**src/rtl/param_fifo.sv**
```systemverilog
// Single-clock show-ahead FIFO with occupancy counter, watermark flags and synchronous flush.
// Define PARAM_FIFO_ERR_FLAGS_EN to build the sticky overflow/underflow error flags.
module param_fifo #(
    parameter int DATA_WIDTH    = 8,
    parameter int DEPTH         = 16,
    parameter int AFULL_THRESH  = DEPTH - 2,
    parameter int AEMPTY_THRESH = 2
) (
    input  logic                     clk,
    input  logic                     rst,
    input  logic                     flush,
    input  logic                     wr_en,
    input  logic [DATA_WIDTH-1:0]    din,
    input  logic                     rd_en,
    output logic [DATA_WIDTH-1:0]    dout,
    output logic                     full,
    output logic                     empty,
    output logic                     almost_full,
    output logic                     almost_empty,
    output logic [$clog2(DEPTH):0]   level,
    output logic                     overflow,
    output logic                     underflow,
    input  logic                     err_clr
);

    localparam int AW = $clog2(DEPTH);
    localparam int LW = AW + 1;

    logic [DATA_WIDTH-1:0] mem [DEPTH];
    logic [AW-1:0]         wr_ptr;
    logic [AW-1:0]         rd_ptr;
    logic [LW-1:0]         level_q;
    logic                  wr_acc;
    logic                  rd_acc;

    // A write into a full FIFO is only legal when the same edge frees a slot.
    assign wr_acc = wr_en && (!full || rd_en);
    assign rd_acc = rd_en && !empty;

    // NOTE: sequential state is assigned with non-blocking (<=) so every
    // register samples the pre-edge values of its neighbours.
    always_ff @(posedge clk or posedge rst) begin
        if (rst) begin
            wr_ptr  <= '0;
            rd_ptr  <= '0;
            level_q <= '0;
        end else if (flush) begin
            wr_ptr  <= '0;
            rd_ptr  <= '0;
            level_q <= '0;
        end else begin
            if (wr_acc) wr_ptr <= wr_ptr + 1'b1;
            if (rd_acc) rd_ptr <= rd_ptr + 1'b1;
            case ({wr_acc, rd_acc})
                2'b10:   level_q <= level_q + 1'b1;
                2'b01:   level_q <= level_q - 1'b1;
                default: level_q <= level_q;
            endcase
        end
    end

    // NOTE: the storage array has no reset; stale words are never visible
    // because dout is masked while empty and pointers restart at zero.
    always_ff @(posedge clk) begin
        if (!flush && wr_acc) mem[wr_ptr] <= din;
    end

    assign level        = level_q;
    assign full         = (level_q == LW'(DEPTH));
    assign empty        = (level_q == '0);
    assign almost_full  = (level_q >= LW'(AFULL_THRESH));
    assign almost_empty = (level_q <= LW'(AEMPTY_THRESH));
    assign dout         = empty ? '0 : mem[rd_ptr];

`ifdef PARAM_FIFO_ERR_FLAGS_EN
    logic overflow_q;
    logic underflow_q;
    logic ovf_set;
    logic unf_set;

    assign ovf_set = wr_en && full && !rd_en && !flush;
    assign unf_set = rd_en && empty && !flush;

    // Set wins over a coincident clear so no error event is lost.
    always_ff @(posedge clk or posedge rst) begin
        if (rst) begin
            overflow_q  <= 1'b0;
            underflow_q <= 1'b0;
        end else begin
            if (ovf_set)      overflow_q <= 1'b1;
            else if (err_clr) overflow_q <= 1'b0;
            if (unf_set)      underflow_q <= 1'b1;
            else if (err_clr) underflow_q <= 1'b0;
        end
    end

    assign overflow  = overflow_q;
    assign underflow = underflow_q;
`else
    logic unused_err_clr;

    assign unused_err_clr = err_clr;
    assign overflow       = 1'b0;
    assign underflow      = 1'b0;
`endif

endmodule

```
**config.mk**
```make
export PLATFORM = sky130hd
export DESIGN_NAME = param_fifo
export DESIGN_NICKNAME = d
export VERILOG_FILES = /design/src/rtl/param_fifo.sv
export SDC_FILE = /design/constraint.sdc
export NUM_CORES = 1
export LEC_CHECK = 0
export BUFFER_PORTS_ARGS = -buffer_cell sky130_fd_sc_hd__buf_2
export CORE_MARGIN = 5
export CORE_UTILIZATION = 35
export DETAILED_ROUTE_END_ITERATION = 12
export HOLD_SLACK_MARGIN = 0.08
export MAX_ROUTING_LAYER = met4
export PLACE_DENSITY = 0.55
export SLEW_MARGIN = 20
export SYNTH_ARGS = -nofsm -noshare
export SYNTH_HDL_FRONTEND = slang
export SYNTH_SLANG_ARGS = --single-unit
```
**constraint.sdc**
```tcl
create_clock -name clk -period 5.1 [get_ports clk]
set_input_delay 0.255 -clock clk [delete_from_list [all_inputs] [get_ports clk]]
set_output_delay 0.255 -clock clk [all_outputs]
set_load 0.005 [all_outputs]
```
* Yosys cells after proc, flatten, opt, wreduce, memory -nomap -nowiden *
Memories as Yosys holds them, arrays and structs flattened.
Cells that the tools add are included.

storage, ports and cells
  RAM bits = 128
  memories kept = 1
  flip-flop bits (word level) = 13
  input port bits = 14
  output and inout bits = 19
  word-level logic and storage cells = 33

operators by class
  add/subtract/negate cells = 4
  order comparisons = 2
  equal/unequal tests = 3
  reduce and logical (&&, ||, !) cells = 11
  muxes and demuxes = 9

memory list
  name  depth  width  rd ports  clocked after Yosys merged registers in  write ports  RTL line  text
  mem   16     8      1         0                                        1            29        logic [DATA_WIDTH-1:0] mem [DEPTH];

operator list
  operator             number
  $mux 4               4
  $pmux 5 s2           1
  $add 4x1->4 const B  2
  $mux 8               1
  $add 5x1->5 const B  1
  $eq 5x5->1 const B   1
  $ge 5x4->1 const B   1
  $le 5x2->1 const B   1
  $logic_not 5->1      1
  $mux 5               1
  $sub 5x1->5 const B  1
  $reduce_bool 2->1    2
  $logic_and 1x1->1    3
  $logic_not 1->1      3
  $reduce_bool 3->1    1
  $eq 2x1->1 const B   1
  $eq 2x2->1 const B   1
  $mux 1               2
  $logic_or 1x1->1     1

* Depth between registers and ports, before layout *
Gate-level depths: netlist (run 1).

  depth after elaboration = 7
  mapped depth = 10
  depth with buffers taken out = 9

* Least setup slack after synthesis (run 1) *
Ideal clock, no wire load.

  path type = reg2reg
  start = register level_q[2] (netlist: level[2])
  end = register level_q[4] (netlist: level[4])
  arrival time = 1,964 ps
  data required time = 4,976 ps
  path slack = 3,012 ps
  setup time = 124 ps
  path buffers = 1
  period minus slack after synthesis = 2,088 ps
  stages on the path, launching flop included = 10
  path through = dfrtp_1 buf_2 nor4_1 nor3_1 a21o_1 ha_1 a31oi_1 mux2i_1 nor4b_2 a211o_1

on the way
  word-level cells in the longest chain between the ends = 7
  elaborated cells between the ends (all ways) = 14
  those cells by class = add/sub (2); eq/ne (3); mux (2); reduce/logical (7)

ends and longest elaborated chain
  what                                             RTL line  text
  start, declared                                  32        logic [LW-1:0] level_q;
  start signal, assigned                           55        2'b10: level_q <= level_q + 1'b1;
  start signal, assigned                           56        2'b01: level_q <= level_q - 1'b1;
  start signal, assigned                           57        default: level_q <= level_q;
  $eq 5x5->1                                       69        assign full = (level_q == LW'(DEPTH));
  $logic_not 1->1                                  37        assign wr_acc = wr_en && (!full || rd_en);
  $logic_or 1x1->1                                 37
  $logic_and 1x1->1                                37
  $eq 2x1->1 / $eq 2x2->1 (equally long branches)  54        case ({wr_acc, rd_acc})
  $pmux 5 s2                                       54
  $mux 5                                           47        end else if (flush) begin

Parallel ways exist; a longest one is shown, timed or not.
A chain may end at the register's enable or synchronous reset.

* Worst setup path after layout (run 1) *
  start = register rd_ptr[0]
  end = output port dout[4]

on the way
  word-level cells in the longest chain between the ends = 2

ends and longest elaborated chain
  what                    RTL line  text
  start, declared         31        logic [AW-1:0] rd_ptr;
  start signal, assigned  53        if (rd_acc) rd_ptr <= rd_ptr + 1'b1;
  $mem_v2 16x8            -
  $mux 8                  73        assign dout = empty ? '0 : mem[rd_ptr];
  end, declared           15        output logic [DATA_WIDTH-1:0] dout,

No other way between the ends.

==> results.yml, run 1 <==
setup_path:
  cp-end-kind: "output pin"
  path_class: "flip-flop to output pin"
  required_ps: 4850
  crit_arrival_ps: 2710
  startpoint_type: "flip-flop"
  reg2reg_slack_ps: 2590
  crit_fanout: 20
finish:
  final_core_util: 0.410
  drive_above_1_share: 0.273
  diodes: 0
  area_growth_pct: 15.5
  nets: 381
die:
  die_y_um: 139
  dieArea_sq_um: 19400
  rows: 47
  start_util: 0.355
  core_sq_um: 16500
  ios: 33
  die_w_um: 139
timing:
  period_needed_ps: 2970
  drv_slew: 0
  finalHoldViolations: 0
  skew_ps: 9.18
  setup_viol: 0
  fmax_mhz: 337
  rsz0062_at_grt: "no"
  worstMarginPinSlew_ps: 1000
  relSlewSlack: 0.330
  fin_crit_sh: 0.582
  setup_tns_ps: 0
clocking:
  clkSlewWorstSetupHoldPaths_ps: 60
  cts_root_buffer: "clkbuf_16"
  clockBufferDepth: 2
  cts_buffers: 17
  cts_max_level: 4
  cts_tree: "yes"
  cts_sinks: 141
  clock_latency_ps: 410
  ctsResizeCount: 0
flow_run:
  cap_violations: 0
synthesis:
  syn-mean-instance-area_sq_um: 18.0
  yosys-top-cells-area: "edfxtp_1 66%, mux4_2 12%, dfrtp_1 5.5%, mux2i_1 2.9%, nor2_1 2.0%"
  synthTopCellsByCount: "128 x edfxtp_1, 32 x mux4_2, 32 x nor2_1"
  synth.most_common_cell: "edfxtp_1"
  synth-edff-count: 128
  synth_warnings: 0
  ys.flop_type: "edfxtp_1"
  post-synth-top-area-cell: "edfxtp_1"
  synth_seq_area_share: 0.711
  synth_cell_types: 43
  syn-cell-area_sq_um: 5860
  synth_top_area_frac: 0.655
  netlist_instances: 325
  synth.ff_latch_count: 141
  ys_async_sr_fraction: 0.0922
routing:
  routed_via_density: 4.96
  wl_per_cell_um: 18.8
  drtIter0Drc: 127
  detail-route-antenna-nets: 0
  first_pass_iters: 4
  drcViolationCount: 0
  postRouteWirelength_um: 11100
  vias: 2939
placed_design:
  portBuffers: 29
  place.gp.congestion: 0.767
  dp_hpwl_um: 6980
global_route:
  grt_use_met1: 0.157
  grt_use_total: 0.127
  grt_pass1_vias: 3150
  grt_first_pass_wirelength_um: 17800
  met3_usage: 0.0391
  antenna_found_initial: 0
  grt_util_met2: 0.200
  grt_start_max_net_pins: 36
  grt_busiest_layer: "met2"
  grt.overflow.total: 0
min_path:
  hp-class: "input port to flip-flop"
status:
  status: "finished clean"
power:
  ir_worst_vdd_mv: 0.257
  p_leak_nw: 2.21
  powerDensity_nw_per_um2: 466
timing repair:
action / in CTS / in global routing
buffers inserted: 0 / 0
hold buffers: 1 / 0
hold endpoints to repair: 13 / 0
where the power goes:
part,total (mW),internal [mW],switching [mW]
logic,0.657,0.343,0.314
registers,1.39,1.29,0.0930
clock network,1.11,0.626,0.483
total,3.15,2.26,0.890
registers in the layout, indices dropped and copies added, names as in the netlist:
signal,cells
level,5
rd_ptr,4
wr_ptr,4
mem,128
final cells by class:
type	instances	area [sq um]
well taps	220	275
flip-flops and latches	141	4170
multi-input cells	161	1590
inverters	6	22.5
repair buffers	33	178
fillers	1479	9750
clock buffers	17	425
clock inverters	15	115
critical path, stage by stage, from the launching register on:
cell     delay (ps)
dfrtp_2         790
buf_4           440
mux4_2          560
mux2i_1         230
o22ai_1         120
buf_2           140
cell families after synthesis:
logic type	synth area share
compound gates	0.0322
xor+xnor	0.0119
fa+ha+maj	0.0149
buf+inv	0.0190
flops	0.711
mux	0.154
other cells	0.000639
simple gates	0.0565
cell usage in the layout (no fill, tap or decap), types with 2 or more instances in the layout:
cell type / count
a21oi_1: 6
buf_2: 29
buf_4: 3
clkbuf_16: 17
clkinv_1: 2
clkinv_4: 4
clkinvlp_4: 4
conb_1: 2
dfrtp_1: 12
edfxtp_1: 128
ha_1: 7
inv_1: 6
inv_6: 3
mux2i_1: 17
mux4_2: 32
nand2_1: 18
nand2b_1: 3
nand4_1: 2
nor2_1: 32
nor3_1: 2
nor4_1: 2
o22ai_1: 8
xnor2_1: 3
xor2_1: 5
per-layer routing:
metal | up-vias | share of wire
met1 | 1504 | 0.45
li1 | 1360 | -
met3 | 17 | 0.040
met5 | - | 0
met4 | 0 | 0.011
met2 | 58 | 0.50
per-stage QoR:
stage	hold slack (ps)	area [sq um]	instances	setup WS, ps	power [mW]
after floorplan	132	5870	326	3010	1.88
final	160	6770	593	2130	3.15
after detailed placement	335	6220	560	2460	2.09
after CTS	144	6770	593	2020	3.20
after global placement	323	6220	560	2480	2.07
after global routing	170	6770	593	1920	3.32
final timing paths:
path / start / cells past startpoint / to
max: rd_ptr[0] / 5 / dout[4]
min: rd_en / 4 / rd_ptr[1]
max reg2reg: level[1] / 4 / mem[9][1]
min reg2reg: rd_ptr[3] / 2 / rd_ptr[3]
max in group asynchronous: rst / 3 / rd_ptr[0]
min in group asynchronous: rst / 3 / wr_ptr[3]
(Power assumes the default switching activity.)
==> run 2, diff against run 1 <==
--- a/config.mk
+++ b/config.mk
@@ -5,6 +5,7 @@
 export SDC_FILE = /design/constraint.sdc
 export NUM_CORES = 1
 export LEC_CHECK = 0
+export ABC_AREA = 1
 export BUFFER_PORTS_ARGS = -buffer_cell sky130_fd_sc_hd__buf_2
 export CORE_MARGIN = 5
 export CORE_UTILIZATION = 35
==> constraint.sdc (replaced) <==
create_clock -name clk -period 2.8 [get_ports clk]
set_input_delay 0.14 -clock clk [delete_from_list [all_inputs] [get_ports clk]]
set_output_delay 0.14 -clock clk [all_outputs]
set_load 0.005 [all_outputs]
==> results.yml, run 2 <==
status:
  status: "finished clean"
placed_design:
  dpl-instance-area_sq_um: 6450
  dp_slack_ps: 472
  place.gp.congestion: 0.892
  portBuffers: 29
  dp_hpwl_um: 9000
die:
  die_w_um: 141
  ios: 33
  dieArea_sq_um: 19800
  rows: 47
  core_sq_um: 16700
  die_y_um: 141
  start_util: 0.358
setup_path:
  max_stage_delay_ps: 550
  startpoint_type: "flip-flop"
  path_class: "flip-flop to output pin"
  required_ps: 2660
  cp-end-kind: "output pin"
  reg2reg_slack_ps: 410
  crit_start: "rd_ptr[0]"
  r2r-end: "mem[3][5]"
  crit_chain: "buf_4 > o21ai_0 > o221ai_1 > nand3_1 > a21oi_1 > buf_2"
  worst_r2r_path_depth: 8
  cpMaxStageDelayCell: "buf_4"
  crit_fanout: 70
  r2r_start: "level[0]"
  crit_arrival_ps: 2340
power:
  powerDensity_nw_per_um2: 875
  ir_worst_vdd_mv: 0.446
  p_leak_nw: 2.50
routing:
  postRouteWirelength_um: 14000
  vias: 3929
  drtIter0Drc: 335
  routed_via_density: 5.08
  detail-route-antenna-nets: 0
  wl_per_cell_um: 18.1
  drcViolationCount: 0
  first_pass_iters: 5
synthesis:
  synth_cell_types: 30
  synth.most_common_cell: "edfxtp_1"
  yosys-top-cells-area: "edfxtp_1 64%, o21ai_0 6.1%, nor2_1 5.5%, dfrtp_1 5.4%, o221ai_1 3.1%"
  synthAdderAreaFrac: 0.0146
  synth_xor_area_frac: 0
  synthTopCellsByCount: "128 x edfxtp_1, 88 x nor2_1, 73 x o21ai_0"
  synth_top_family_by_area: "compound AO/OA/AOI/OAI gates"
  synth_seq_area_share: 0.697
  synth.ff_latch_count: 141
  synth-simple-area-share: 0.117
  muxShareOfSynthArea: 0
  netlist_instances: 497
  synth_top_area_frac: 0.642
  ys_async_sr_fraction: 0.0922
  post-synth-top-area-cell: "edfxtp_1"
  syn-cell-area_sq_um: 5980
  synth_compound_area_frac: 0.130
  syn-mean-instance-area_sq_um: 12.0
  ys.flop_type: "edfxtp_1"
  synth-edff-count: 128
  synth_warnings: 0
clocking:
  clock_latency_ps: 410
  cts_max_level: 4
  post_cts_buffers: 0
  ctsResizeCount: 0
  cts_buffers: 17
  cts_tree: "yes"
  cts_root_buffer: "clkbuf_16"
  cts_sinks: 141
  clockBufferDepth: 2
  clkSlewWorstSetupHoldPaths_ps: 50
global_route:
  grt_start_max_net_pins: 71
  grt_pass1_vias: 3775
  grt.overflow.total: 0
  antenna_found_initial: 0
  grt_use_total: 0.152
  grt_first_pass_wirelength_um: 22000
min_path:
  hp-class: "input port to flip-flop"
  hold_depth: 1
  hp-start: "din[6]"
  min_to: "mem[6][6]"
timing:
  relSlewSlack: 0.298
  worstMarginPinSlew_ps: 1050
  setup_viol: 0
  layout_setup_ws_ps: 316
  drv_slew: 0
  period_needed_ps: 2480
  finalHoldViolations: 0
  skew_ps: 6.77
  fmax_mhz: 403
  hold_ws_ps: 123
  setup_tns_ps: 0
  fin_crit_sh: 0.887
  rsz0062_at_grt: "no"
finish:
  fin_area_sq_um: 7020
  max_flop_register: "mem"
  final_core_util: 0.421
  final_cell_mix: "128 x edfxtp_1, 88 x nor2_1, 73 x o21ai_0"
  final_common_cell: "edfxtp_1"
  largest_reg_flops: 128
  fillers: 1606
  nets: 563
  drive_above_1_share: 0.159
  diodes: 0
  area_growth_pct: 17.4
flow_run:
  cap_violations: 0
-- run 2: changes by cell type after synthesis, sizes merged, moves of 5 or more --
cell    delta
mux4      -32
nor2      +59
nand2     +17
nand3     +25
o221ai    +21
mux2i     -17
xor2       -5
inv       +23
clkbuf    +10
o21ai     +76
a21oi     +15
-- run 2: worst max-delay path by stage --
stage / endpoint / slack, ps / cells past startpoint
finish: dout[3] / 320 / 6
floorplan: mem[11][0] / 980 / 8
global placement: mem[3][0] / 580 / 8
global route: dout[3] / 100 / 6
CTS: dout[3] / 270 / 6
detailed placement: mem[3][0] / 470 / 8
-- run 2: metrics by stage --
stage | power (mW) | cells
after floorplan | 3.52 | 498
after global placement | 4.07 | 741
after detailed placement | 4.10 | 741
after CTS | 6.19 | 774
after global routing | 6.51 | 774
final | 6.14 | 774
-- run 2: kinds of logic (layout without fill, tap and decap cells) --
group,after synthesis,after routing
buffers and inverters,57,113
DFF,141,141
AOI/OAI and AO/OA,133,133
and+or+nand+nor,158,158
other,1,2
adders and majority gates,7,7
-- run 2: worst max-delay path: cells and delay by family (launching register included) --
family / cells / cell delay [ps]
AO/OA/AOI/OAI: 3 / 710
buffers and inverters: 2 / 700
flip-flops: 1 / 360
AND/OR/NAND/NOR: 1 / 170
-- run 2: metal layers --
layer  share of wire  GRT usage  wire length, um
met1            0.48      0.207             6730
met5               0          -                0
met3           0.047     0.0406              657
met2            0.46      0.228             6480
met4           0.012     0.0403              164
-- run 2: report_power, final --
group / leakage (nW) / internal, mW / switching (mW)
registers: 1.33 / 2.36 / 0.0660
logic: 0.908 / 0.545 / 1.08
clock network: 0.266 / 1.30 / 0.804
-- run 2: cell type report --
cell class / instances / area (sq um) / share of cell area
repair buffers: 52 / 335 / 0.0477
inverters: 30 / 113 / 0.0160
clock buffers: 19 / 433 / 0.0616
flip-flops and latches: 141 / 4170 / 0.594
well taps: 220 / 275 / 0.0392
clock inverters: 12 / 123 / 0.0175
multi-input cells: 300 / 1570 / 0.224
-- run 2: what timing repair did --
item / CTS / global route
endpoints found under the setup margin: 0 / 0
hold endpoints to repair: 14 / 0
hold buffers: 2 / 0
